--- src/rtl/t_dlyass_tx.sv ---
// rtl/t_dlyass_tx.sv - burst transmitter of incrementing (a,b) word pairs over a valid/ready handshake
module t_dlyass_tx #(
  parameter int W      = 32,
  parameter int NWORDS = 4,
  parameter int A0     = 22,
  parameter int B0     = 33,
  parameter int STEP   = 1
) (
  input  logic         clk,
  input  logic         rst_n,
  input  logic         start,
  output logic         out_valid,
  input  logic         out_ready,
  output logic [W-1:0] out_a,
  output logic [W-1:0] out_b,
  output logic         out_last,
  output logic         busy,
  output logic         done,
  output logic [7:0]   count
);

  typedef enum logic [1:0] {IDLE, SEND, DONE} state_t;

  localparam logic [W-1:0] A0_W     = W'(A0);
  localparam logic [W-1:0] B0_W     = W'(B0);
  localparam logic [W-1:0] STEP_W   = W'(STEP);
  localparam logic [7:0]   LAST_IDX = 8'(NWORDS - 1);
  localparam logic         ONE_WORD = (NWORDS == 1);

  state_t state, state_nxt;
  logic   xfer;
  logic   load;

  assign xfer      = out_valid && out_ready;
  assign load      = (state != SEND) && start;
  assign out_valid = (state == SEND);
  assign busy      = (state == SEND);
  assign done      = (state == DONE);

  always_ff @(posedge clk or negedge rst_n) begin
    if (!rst_n) state <= IDLE;
    else        state <= state_nxt;
  end

  // start is only honoured outside SEND, so a request during the final transfer is dropped
  always_comb begin
    state_nxt = state;
    case (state)
      IDLE:    if (start) state_nxt = SEND;
      SEND:    if (xfer && out_last) state_nxt = DONE;
      DONE:    if (start) state_nxt = SEND;
      default: state_nxt = IDLE;
    endcase
  end

  always_ff @(posedge clk or negedge rst_n) begin
    if (!rst_n) begin
      out_a    <= '0;
      out_b    <= '0;
      out_last <= 1'b0;
      count    <= 8'd0;
    end else if (load) begin
      out_a    <= A0_W;
      out_b    <= B0_W;
      out_last <= ONE_WORD;
      count    <= 8'd0;
    end else if (xfer) begin
      // count holds pairs already accepted, so count+1 is the index of the next pair
      out_a    <= out_a + STEP_W;
      out_b    <= out_b + STEP_W;
      out_last <= ((count + 8'd1) == LAST_IDX);
      count    <= count + 8'd1;
    end
  end

endmodule

--- config.mk ---
export PLATFORM = sky130hd
export DESIGN_NAME = t_dlyass_tx
export DESIGN_NICKNAME = d
export VERILOG_FILES = /design/src/rtl/t_dlyass_tx.sv
export SDC_FILE = /design/constraint.sdc
export NUM_CORES = 1
export LEC_CHECK = 0
export ABC_AREA = 1
export BUFFER_PORTS_ARGS = -buffer_cell sky130_fd_sc_hd__buf_4
export CAP_MARGIN = 40
export CORE_MARGIN = 10
export CORE_UTILIZATION = 30
export DETAILED_ROUTE_END_ITERATION = 16
export GPL_ROUTABILITY_DRIVEN = 0
export PLACE_DENSITY_LB_ADDON = 0.2
export RECOVER_POWER = 25
export SETUP_SLACK_MARGIN = 0.15
export SLEW_MARGIN = 20
export SYNTH_ARGS = -nofsm -noshare
export SYNTH_HDL_FRONTEND = slang
export SYNTH_SLANG_ARGS = --single-unit
--- constraint.sdc ---
create_clock -name clk -period 1.9 [get_ports clk]
set_input_delay 0.095 -clock clk [delete_from_list [all_inputs] [get_ports clk]]
set_output_delay 0.095 -clock clk [all_outputs]
set_load 0.02 [all_outputs]
**Word-level counts from Yosys, hierarchy flattened**

Cells that the tools add are included.

- Add/sub/neg operators: 3
- Eq/ne operators: 6
- Muxes and demuxes: 11
- Reductions and logical operators: 7

Operator list:

| cell | number |
|---|---|
| 2-to-1 mux 32 bit | 4 |
| adder 32 x 1 -> 32 bit (second input constant) | 2 |
| 2-to-1 mux 8 bit | 2 |
| adder 8 x 1 -> 8 bit (second input constant) | 1 |
| equality test 8 x 2 -> 1 bit (second input constant) | 1 |
| inequality test 2 x 1 -> 1 bit (second input constant) | 3 |
| 2-to-1 mux 2 bit | 2 |
| one-hot mux 2 bit (2 select lines) | 1 |
| logical AND 1 bit | 3 |
| equality test 2 x 1 -> 1 bit (second input constant) | 1 |
| equality test 2 bit (second input constant) | 1 |
| logical NOT 2 bit | 1 |
| 2-to-1 mux 1 bit | 2 |
| AND reduction 2 bit | 1 |
| nonzero test 2 bit | 1 |
| OR reduction 2 bit | 1 |

- Register bits: 75
- Input bits: 4

**Longest topological paths before layout**

- Word-level depth: 5
- Mapped depth: 11
- Depth with buffers taken out: 10

**Worst setup path before layout**

OpenSTA, ideal clock, no wires.

- Path kind: register to register
- From: register out_b[0]
- To: register out_b[30]
- Setup time: 120 ps
- Arrival time: 1446 ps
- Required time: 1780 ps
- Slack: 334 ps
- Stages on the path, launching flop included: 9
- Period minus slack after synthesis: 1566 ps
- Path through: dfrtp_1 -> ha_1 -> nand3_1 -> inv_1 -> nand2_1 -> nor2_2 -> nand3_1 -> o21ai_0 -> nor2_1

- Word-level cells in the longest chain between the ends: 3

RTL lines:

| element | line | RTL |
|---|---|---|
| start: declaration | 15 | `output logic [W-1:0] out_b,` |
| start signal: assignment | 70 | `out_b <= out_b + STEP_W;` |
| adder 32 x 1 -> 32 bit | 70 |  |
| 2-to-1 mux 32 bit | 67 | `end else if (xfer) begin` |
| 2-to-1 mux 32 bit | 62 | `end else if (load) begin` |

No other way between the ends. The select of a mux whose other input is x is not followed.
A chain may end at the register's enable or synchronous reset.

**Final worst setup path**

- From: register state[0]
- To: register out_a[19]

- Word-level cells in the longest chain between the ends: 3
- Elaborated cells on any way between the ends: 6
- Those cells by class: eq/ne (2); mux (1); reduce/logical (3)

RTL lines:

| element | line | RTL |
|---|---|---|
| start: declaration | 30 | `state_t state, state_nxt;` |
| start signal: assignment | 42 | `else state <= state_nxt;` |
| inequality test 2 x 1 -> 1 bit / equality test 2 x 1 -> 1 bit (equally long branches) | 35, 36 |  |
| logical AND 1 bit (on tied branches) | 35, 34 |  |
| 2-to-1 mux 32 bit / nonzero test 2 bit (equally long branches) | -- |  |
| end signal: assignment | 69 | `out_a <= out_a + STEP_W;` |
| end: declaration | 14 | `output logic [W-1:0] out_a,` |

Parallel ways exist; a longest one is shown, timed or not.

==> impl_table.tex <==
\begin{tabular}{lr}
\hline
Metric & Value \\
\hline
\multicolumn{2}{l}{\textbf{Final layout}} \\
Area used by sequential logic in the layout & about 1900 um\^{}2 \\
Fin cells & 905 \\
Inserted Diodes & 0 \\
Area Growth Syn to Fin & 26.3\% \\
Final core utilization & 38.7\% \\
Number of fill cells & between 1500 and 2000 \\
Fraction of final layout cells sized beyond drive strength 1 & just under 20\% \\
Leading cell types in the layout, fill and taps excluded & 156 x nand2\_1, 111 x nor2\_1, 86 x inv\_1, 86 x buf\_4, 75 x dfrtp\_1 \\
Final design area excluding fillers & about 5600 um\^{}2 \\
Area of the multi-input gates & 2170 um\^{}2 \\
Most frequent standard cell in the layout excluding fill and tap cells & nand2\_1 \\
Final \#Nets & between 700 and 800 \\
\multicolumn{2}{l}{\textbf{Synth}} \\
Share of synthesized area occupied by flip-flops and latches & 42.2\% \\
Syn Std Cell Area & around 4500 um\^{}2 \\
Syn\_nets & 636 \\
Number of unique standard cell types used by synthesis & 35 \\
Number of standard cells after synthesis & around 630 \\
Flops \& latches, synth & 75 \\
Mean cell area of the mapped netlist & 7.09 um\^{}2 \\
Count of synthesis-stage warnings from yosys & 0 \\
\multicolumn{2}{l}{\textbf{Critical path}} \\
Capturing element type of the critical path & register \\
Largest fanout on the critical path & 10 \\
Endpoint of the most critical register-to-register path & out\_a[19] \\
Maximum single-stage delay on the critical path & 420 ps \\
Critical Path, Cell by Cell & nand2\_1 > nand2\_1 > nand2\_2 > clkinvlp\_4 > nor3\_1 > nand3\_1 > nand2\_1 > nor2\_1 \\
Data arrival at the endpoint of the critical path & 1890 ps \\
Launching element type of the critical path & register \\
Worst reg-to-reg path cell count & 8 \\
Req. time, crit path & 2130 ps \\
Cell with the biggest individual delay on the critical path & dfrtp\_1 \\
Bufs and invs on worst path & 1 \\
Start-to-end type of the worst setup path & reg -> reg \\
Critical Path Most Common Cell & nand2\_1 \\
Setup slack on the worst flop-to-flop path & 240 ps \\
Cell family with most CP delay & simple AND/OR/NAND/NOR gates \\
R2r startpoint & state[0] \\
\multicolumn{2}{l}{\textbf{Status}} \\
Run status & finished clean \\
\multicolumn{2}{l}{\textbf{Min path}} \\
Hold Crit Endpoint & state[0] \\
Worst hold path cell count & 3 \\
Class of the worst hold path & in -> reg \\
Startpoint of the lowest-slack hold path & start \\
\multicolumn{2}{l}{\textbf{Placement}} \\
Number of buffer cells added on primary ports & 79 \\
Placed cell areas & 5270 um\^{}2 \\
Post-DP HPWL & approximately 9700 um \\
Inst Count DP & 886 \\
\multicolumn{2}{l}{\textbf{Clocking}} \\
Clock slew at reported path FFs & 60 ps \\
Depth of the CTS H-tree & 3 \\
Sinks on the clock net & 75 \\
Clock tree from TritonCTS & built \\
Clock latency reported for the late side of the worst-skew pair & roughly 340 ps \\
Bufs on Longest Clock Path & 2 \\
Clk Tree Root Cell & clkbuf\_16 \\
CTS Buf Count & 9 \\
\multicolumn{2}{l}{\textbf{Power and ir drop}} \\
Leakage power summed over all cells & 2.77 nW \\
Worst-case vdd ir drop & roughly 0.49 mV \\
Power per cell area & 1000 nW/um\^{}2 \\
\multicolumn{2}{l}{\textbf{Global route}} \\
First-pass GRT wire length & 21500 um \\
Leftover overflow at the end of global routing & 0 \\
Maximum number of pins on one net before global-route repair & 57 \\
Antenna violations before repair & 0 \\
All-layer global routing usage & about an eighth \\
Via count of the first global-routing pass & 4251 \\
\multicolumn{2}{l}{\textbf{Routing}} \\
Antenna-violating nets left & 0 \\
Detailed Route Iter0 Violations & 328 \\
Routed WL & between 10000 and 15000 um \\
Number of remaining DRC errors & 0 \\
First drt pass iteration count & 4 \\
DR vias & approximately 4300 \\
Avg WL per Cell & between 10 and 15 um \\
Average via count per standard cell & between 4 and 5 \\
\multicolumn{2}{l}{\textbf{Flow run}} \\
Number of maximum-capacitance constraint violations & 0 \\
\multicolumn{2}{l}{\textbf{Die}} \\
Starting density of the core & between 30\% and 40\% \\
Core outline area & 14500 um\^{}2 \\
Number of top-level pins & 80 \\
Placement row count & 44 \\
Die extent in y & 142 um \\
Chip width & about 140 um \\
DIE AREA & between 20000 and 25000 um\^{}2 \\
\multicolumn{2}{l}{\textbf{Timing}} \\
Final Max Tran Viols & 0 \\
Part of the cycle the worst path needs & between 80\% and 90\% \\
Relative slew margins & around 14\% \\
Minimum period implied by the final worst setup slack & 1660 ps \\
Hold violation total from the final report & 0 \\
Total Negative Setup Slacks & 0 ps \\
Worst-case clock skew & 6.63 ps \\
Achievable clock frequency & 601 MHz \\
Final-report setup violation count & 0 \\
Setup repair after global routing missed its margin & yes \\
Actual transition at the worst max-transition pin & about 1300 ps \\
\hline
\end{tabular}
-- per-layer routing --
| metal | vias to the layer above | global-route usage, % | wire length, um |
|---|---|---|---|
| li1 | 2161 | - | - |
| met1 | 2020 | 15.8 | 5800 |
| met2 | 98 | 21.9 | 6130 |
| met3 | 17 | 4.14 | 721 |
| met4 | 0 | 4.20 | 220 |
| met5 | - | 0 | 0 |
-- Yosys cell counts --
cell type	instances	area [um^2]
a211oi_1	1	7.51
nand2_4	2	22.5
a22o_1	1	8.76
nand3_1	46	230
a31oi_1	1	6.26
buf_2	6	30.0
buf_6	2	22.5
buf_4	1	7.51
nand2_1	157	589
nand3_4	1	17.5
inv_1	87	327
nor4_1	1	6.26
nand3b_4	1	20.0
nor2_2	9	56.3
buf_12	1	20.0
dfrtp_1	75	1880
nor3_1	6	30.0
ha_1	4	50.1
nand4_1	12	75.1
nor2_1	114	428
o21a_1	1	7.51
a21oi_1	32	160
nor3b_1	1	7.51
o21ai_1	1	5.00
o21ai_0	32	160
nand2_2	4	25.0
nor2_4	8	90.1
o22ai_1	2	12.5
xor2_1	4	35.0
clkbuf_2	1	5.00
nand3b_1	5	37.5
xnor2_1	1	8.76
clkbuf_1	2	7.51
inv_6	1	8.76
nand3_2	5	50.1
-- worst max path at each step --
stage,startpoint,endpoint,slack (ps),depth (start not counted)
after floorplan,out_b[0],out_b[30],330,8
after global placement,out_b[0],out_b[20],170,8
after detailed placement,out_b[0],out_b[20],150,8
after CTS,out_b[0],out_b[30],160,8
after global routing,state[0],out_b[12],80,8
final,state[0],out_a[19],240,8
-- per-stage QoR --
step	power [mW]	hold slack, ps	setup slack (ps)
3_5_place_dp	3.91	228	149
4_1_cts	5.67	43.5	162
6_report	5.64	49.8	237
2_1_floorplan	3.19	-201	334
3_3_place_gp	3.88	220	167
5_1_grt	6.00	59.7	78.1
-- worst register-to-register path, cell delays in order, from the launching register on --
cell and delay, ps:
dfrtp_1 420, nand2_1 100, nand2_1 110, nand2_2 260, clkinvlp_4 210, nor3_1 240
nand3_1 100, nand2_1 70, nor2_1 40
-- kinds of logic after synthesis --
logic type	count (synthesis)	share of synthesized area (%)
AND/OR/NAND/NOR	372	37.9
buffers and inverters	101	9.61
flip-flops	75	42.2
AO/OA/AOI/OAI	71	8.26
XOR/XNOR	5	0.984
adder cells (fa/ha/maj)	4	1.12
-- state kept, by name (all words and copies together), names as in the netlist --
name      count
state         2
out_b        32
out_last      1
out_a        32
count         8
-- what timing repair did --
action,4_1_cts,5_1_grt
endpoints found under the setup margin,1,19
hold buffers,1,0
cloned,0,0
endpoints found under the hold margin,55,0
buffers inserted,0,2
gates resized for setup,1,8
-- report_power, final --
group / total, mW / internal, mW / switching [mW]
clock: 1.74 / 1.08 / 0.659
sequential: 2.06 / 1.80 / 0.263
combinational: 1.83 / 0.668 / 1.16
-- layout make-up --
type / count / area share (%)
clock inverter: 2 / 0.623
multi-input combinational: 452 / 38.5
inverter: 88 / 6.16
sequential: 75 / 33.4
timing repair buffer: 91 / 12.6
tap: 184 / 4.09
clock buffer: 13 / 4.63
No activity file was read; power rests on OpenSTA's default activity.
